$ cat config.mk
export PLATFORM = sky130hd
export DESIGN_NAME = module_decode
export DESIGN_NICKNAME = d
export VERILOG_FILES = /design/src/rtl/cpu_pkg.sv /design/src/rtl/module_regfile.sv /design/src/rtl/module_decode.sv
export SDC_FILE = /design/constraint.sdc
export NUM_CORES = 1
export LEC_CHECK = 0
export BUFFER_PORTS_ARGS = -buffer_cell sky130_fd_sc_hd__buf_4
export CORE_UTILIZATION = 35
export DETAILED_ROUTE_END_ITERATION = 10
export GPL_TIMING_DRIVEN = 0
export PLACE_DENSITY_LB_ADDON = 0.12
export REMOVE_ABC_BUFFERS = 1
export SYNTH_ARGS = -nofsm -noshare
export SYNTH_HDL_FRONTEND = slang
export SYNTH_HIERARCHICAL = 1
export SYNTH_SLANG_ARGS = --single-unit
$ cat constraint.sdc
create_clock -name clk -period 3.49 [get_ports clk]
set_input_delay 0.1745 -clock clk [delete_from_list [all_inputs] [get_ports clk]]
set_output_delay 0.1745 -clock clk [all_outputs]
set_load 0.03 [all_outputs]
$ cat src/rtl/cpu_pkg.sv
// rtl/cpu_pkg.sv - shared CPU constants, opcodes and instruction field helpers
package cpu_pkg;
    localparam int DATA_W = 16;
    localparam int NREGS  = 8;
    localparam int IMM_W  = 7;
    localparam int RA_W   = 3;

    localparam int OP_LSB = 13;
    localparam int RD_LSB = 10;
    localparam int RS_LSB = 7;
    localparam int RT_LSB = 4;

    typedef enum logic [2:0] {
        OP_NOP  = 3'b000,
        OP_ADD  = 3'b001,
        OP_ADDI = 3'b010,
        OP_SUB  = 3'b011,
        OP_SUBI = 3'b100,
        OP_MUL  = 3'b101,
        OP_RSV6 = 3'b110,
        OP_RSV7 = 3'b111
    } opcode_t;

    // Every real ALU operation reads rs; reserved codes behave as NOP.
    function automatic logic op_reads_rs(input opcode_t op);
        return (op == OP_ADD) || (op == OP_ADDI) || (op == OP_SUB) ||
               (op == OP_SUBI) || (op == OP_MUL);
    endfunction

    function automatic logic op_reads_rt(input opcode_t op);
        return (op == OP_ADD) || (op == OP_SUB) || (op == OP_MUL);
    endfunction

    function automatic logic [DATA_W-1:0] sext_imm(input logic [IMM_W-1:0] imm);
        return {{(DATA_W-IMM_W){imm[IMM_W-1]}}, imm};
    endfunction
endpackage

$ cat src/rtl/module_regfile.sv
// rtl/module_regfile.sv - 8x16 register file, two read ports plus debug, r0 hardwired zero
module module_regfile
    import cpu_pkg::*;
(
    input  logic              clk,
    input  logic              rst,
    input  logic [RA_W-1:0]   i_addr_a,
    input  logic [RA_W-1:0]   i_addr_b,
    input  logic [RA_W-1:0]   i_dbg_addr,
    output logic [DATA_W-1:0] o_data_a,
    output logic [DATA_W-1:0] o_data_b,
    output logic [DATA_W-1:0] o_dbg_data,
    input  logic              i_we,
    input  logic [RA_W-1:0]   i_wr_addr,
    input  logic [DATA_W-1:0] i_wr_data
);
    logic [DATA_W-1:0] r_mem [NREGS];

    always_ff @(posedge clk or negedge rst) begin
        if (!rst) begin
            for (int i = 0; i < NREGS; i++) r_mem[i] <= '0;
        end else if (i_we && (i_wr_addr != '0)) begin
            r_mem[i_wr_addr] <= i_wr_data;
        end
    end

    assign o_data_a   = (i_addr_a   == '0) ? '0 : r_mem[i_addr_a];
    assign o_data_b   = (i_addr_b   == '0) ? '0 : r_mem[i_addr_b];
    assign o_dbg_data = (i_dbg_addr == '0) ? '0 : r_mem[i_dbg_addr];
endmodule

$ cat src/rtl/module_decode.sv
// rtl/module_decode.sv - decode/register-file stage with forwarding and load-use style interlock
module module_decode
    import cpu_pkg::*;
(
    input  logic              clk,
    input  logic              rst,
    input  logic              instr_valid,
    input  logic [15:0]       instr,
    output logic              instr_ready,
    output logic [2:0]        alu_opcode,
    output logic [DATA_W-1:0] alu_a,
    output logic [DATA_W-1:0] alu_b,
    input  logic [DATA_W-1:0] alu_result,
    output logic              wb_valid,
    output logic [RA_W-1:0]   wb_rd,
    input  logic [RA_W-1:0]   dbg_addr,
    output logic [DATA_W-1:0] dbg_data
);
    opcode_t            w_op;
    logic [RA_W-1:0]    w_rd, w_rs, w_rt;
    logic [IMM_W-1:0]   w_imm;
    logic               w_reads_rs, w_reads_rt;
    logic               w_hazard, w_issue, w_we;
    logic [DATA_W-1:0]  w_rf_a, w_rf_b, w_opnd_a, w_opnd_b;

    logic [2:0]         r_alu_op;
    logic [DATA_W-1:0]  r_alu_a, r_alu_b;
    logic               r_ex_we, r_wb_valid;
    logic [RA_W-1:0]    r_ex_rd, r_wb_rd;

    assign w_op  = opcode_t'(instr[OP_LSB +: 3]);
    assign w_rd  = instr[RD_LSB +: RA_W];
    assign w_rs  = instr[RS_LSB +: RA_W];
    assign w_rt  = instr[RT_LSB +: RA_W];
    assign w_imm = instr[IMM_W-1:0];

    assign w_reads_rs = op_reads_rs(w_op);
    assign w_reads_rt = op_reads_rt(w_op);

    // The instruction in EX has no result yet; a reader one slot behind must wait.
    assign w_hazard = instr_valid && r_ex_we && (r_ex_rd != '0) &&
                      ((w_reads_rs && (w_rs == r_ex_rd)) ||
                       (w_reads_rt && (w_rt == r_ex_rd)));
    assign instr_ready = !w_hazard;
    assign w_issue     = instr_valid && !w_hazard && w_reads_rs;
    assign w_we        = w_issue && (w_rd != '0);

    module_regfile u_regfile (
        .clk        (clk),
        .rst        (rst),
        .i_addr_a   (w_rs),
        .i_addr_b   (w_rt),
        .i_dbg_addr (dbg_addr),
        .o_data_a   (w_rf_a),
        .o_data_b   (w_rf_b),
        .o_dbg_data (dbg_data),
        .i_we       (r_wb_valid),
        .i_wr_addr  (r_wb_rd),
        .i_wr_data  (alu_result)
    );

    // WB result bypasses the regfile, which only updates at the coming edge.
    assign w_opnd_a = (r_wb_valid && (w_rs != '0) && (w_rs == r_wb_rd)) ? alu_result : w_rf_a;
    assign w_opnd_b = !w_reads_rt ? sext_imm(w_imm) :
                      (r_wb_valid && (w_rt != '0) && (w_rt == r_wb_rd)) ? alu_result : w_rf_b;

    always_ff @(posedge clk or negedge rst) begin
        if (!rst) begin
            r_alu_op   <= '0;
            r_alu_a    <= '0;
            r_alu_b    <= '0;
            r_ex_we    <= 1'b0;
            r_ex_rd    <= '0;
            r_wb_valid <= 1'b0;
            r_wb_rd    <= '0;
        end else begin
            if (w_issue) begin
                r_alu_op <= w_op;
                r_alu_a  <= w_opnd_a;
                r_alu_b  <= w_opnd_b;
                r_ex_we  <= w_we;
                r_ex_rd  <= w_rd;
            end else begin
                r_alu_op <= OP_NOP;
                r_alu_a  <= '0;
                r_alu_b  <= '0;
                r_ex_we  <= 1'b0;
                r_ex_rd  <= '0;
            end
            r_wb_valid <= r_ex_we;
            r_wb_rd    <= r_ex_rd;
        end
    end

    assign alu_opcode = r_alu_op;
    assign alu_a      = r_alu_a;
    assign alu_b      = r_alu_b;
    assign wb_valid   = r_wb_valid;
    assign wb_rd      = r_wb_rd;
endmodule
==> flow_summary.yaml <==
run_status:
  status: "finished clean"
routing:
  ant_nets: 0
  route.detailed.drc: 0
  dr_wl_met2_um: 14600
  vias: 7000
  wl_per_cell_um: 26.0
  drt-met1-wl_um: 12600
  firstDrtPassIters: 5
  drt-vias-per-instance: 6.10
  drtIter0Drc: 606
  met3WireLength_um: 1580
  top_layer: "met4"
  routed_wl_um: 29800
grt:
  grt_first_pass_wirelength_um: 44700
  overflow: 0
  antenna_found_initial: 0
  grt_pass1_vias: 7436
  grt_max_degree: 85
  grt_usage_pct: 22.7
floorplanning:
  io_pins: 94
  initial_core_util_pct: 36.1
  core_area_mm2: 0.0255
  die_w_um: 164
  die_area_mm2: 0.0269
  die_y_um: 164
  rows: 58
layout:
  diodes: 0
  fin_cells: 1147
  syn_to_final_growth_pct: 14.8
  fin_nets: 845
  drive_above_1_share_pct: 37.9
  post-route-util_pct: 41.4
yosys:
  ys_seq_area_share_pct: 42.2
  avgSynthCellArea_um2: 12.2
  ys_warn_count: 6
  synth_area_leader_cell: "dfrtp_1"
  synthTopCellsByCount: "155 x dfrtp_1, 138 x mux2_2, 96 x mux2i_1"
  synthesis.area_mm2: 0.00919
  synth_most_common_cell: "dfrtp_1"
  synth_cell_types: 51
  synth_edf_count: 0
  ys_seq_elements: 155
  synth_ff_type: "dfrtp_1"
  syn_inst: 754
  synth_area_leaders: "dfrtp_1 42%, mux2_2 17%, mux2i_1 10%, a221oi_1 7.1%, mux2_4 3.3%"
  synth.top_cell.area_share_pct: 42.2
  async_reset_ff_share_pct: 100
clocking:
  clock_sinks: 155
  clockBufferDepth: 2
  clock_latency_ps: 420
  cts_tree: "built"
  cts_setup_buffers: 0
  root_buffer: "clkbuf_16"
  cts_made_buffers: 17
  hold_buffers: 5
  cts_htree_levels: 4
  clk_pin_slew_ps: 60
  cts_resized: 0
placed_design:
  port_buffers: 93
  gp_congestion: 0.760
  dp.cells: 1113
  dp_hpwl_um: 17300
worst_setup_path:
  reg2reg_slack_ps: 500
  cp_max_fo: 50
  crit_type: "in -> out"
  cp.required_ps: 3320
  startpoint_type: "input port"
  cp.arrival_ps: 2940
  cp-end-kind: "output port"
timing:
  hold_viol: 0
  rsz0062_at_grt: "no"
  fin_crit_sh_pct: 89.2
  maxSlewViolCount: 0
  max_slew_margin_pct: 11.0
  period_needed_ps: 3110
  setup_violations: 0
  fmax_mhz: 321
  tightest_slew_ps: 1340
  fin_skew_ps: 11.1
job:
  max-cap-violations: 0
min_path:
  min_path_type: "in -> reg"
power_and_ir_drop:
  leakagePower_nw: 4.59
  powerDensity_mw_per_mm2: 540
  peakVddDrop_mv: 0.226
-- per-layer routing --
layer | track usage (%) | vias up
li1 | - | 3017
met1 | 28.4 | 3641
met2 | 37.6 | 269
met3 | 4.34 | 73
met4 | 11.2 | 0
met5 | 0 | -
-- through the flow --
step / hold WS, ps / setup WS [ps] / total power (W) / TNS (ps) / area (um2)
2_1_floorplan: -121 / 825 / 0.00338 / 0 / 8710
3_3_place_gp: 372 / -1990 / 0.00385 / -23960 / 9820
3_5_place_dp: 301 / 405 / 0.00396 / 0 / 9950
4_1_cts: 1.14 / 445 / 0.00574 / 0 / 10500
5_1_grt: 18.7 / 324 / 0.00598 / 0 / 10600
6_report: 23.2 / 377 / 0.00570 / 0 / 10600
-- critical path, stage by stage --
cell      delay (ps)
buf_4            670
nor2b_2          990
a221oi_1         240
a221oi_1         550
buf_4            270
-- registers in the layout, summed over array words and instances (netlist names) --
register / cells
alu_a: 16
alu_b: 16
alu_opcode: 3
r_ex_rd: 3
r_ex_we: 1
u_regfile/r_mem: 112
wb_rd: 3
wb_valid: 1
-- cell families after synthesis --
logic type / after synthesis / synth area share, %
buffers and inverters: 78 / 5.53
flip-flops: 155 / 42.2
multiplexers: 256 / 30.9
AND/OR/NAND/NOR: 107 / 7.12
AO/OA/AOI/OAI: 148 / 13.3
XOR/XNOR: 10 / 0.953
-- cell usage in the layout, fill, tap and decap left out, types with 3 or more instances in the layout --
cell,Yosys,layout
nor2b_2,1,4
a311oi_1,16,16
nand4_1,7,7
nor2_1,12,12
nand3_1,6,6
clkbuf_8,0,3
nand2b_1,3,3
mux2_4,20,20
clkbuf_16,0,17
buf_4,14,92
buf_6,17,3
dlygate4sd3_1,0,5
xor2_1,8,8
mux2_2,138,138
a211oi_1,17,17
a21oi_1,3,3
dfrtp_1,155,155
nand4b_4,3,3
clkinv_2,0,3
nor2b_1,19,16
and2_1,3,3
nor2_2,10,10
a31oi_1,19,19
mux2i_1,96,96
a2bb2oi_1,6,6
inv_1,8,8
nand2_1,30,30
a221oi_1,75,75
-- path summary, 6_finish.rpt --
check                                        start                              end  cells after the start
worst max-delay path                   dbg_addr[0]                     dbg_data[13]                      5
worst max register to register  wb_rd[0]$_DFF_PN0_               alu_b[7]$_DFF_PN0_                      4
max in group asynchronous                      rst  u_regfile/r_mem[36]$_DFFE_PN0P_                      3
min in group asynchronous                      rst               alu_a[9]$_DFF_PN0_                      2
worst min register to register   r_ex_we$_DFF_PN0_               wb_valid$_DFF_PN0_                      0
worst min-delay path                     instr[14]          alu_opcode[1]$_DFF_PN0_                      3
-- final cells by class --
type / instances / area, um2
multi-input combinational: 521 / 4830
timing repair buffer: 104 / 860
fill: 2398 / 14900
clock buffer: 22 / 474
tap: 330 / 413
clock inverter: 7 / 68.8
inverter: 8 / 30.0
sequential: 155 / 3880
-- power by group --
part / switching, W / leakage [nW] / internal [W]
clock network: 0.000715 / 0.264 / 0.00102
registers: 0.000334 / 1.91 / 0.00213
logic: 0.000740 / 2.42 / 0.000758
total: 0.00179 / 4.59 / 0.00391
Power figures use the tool's default switching activity.
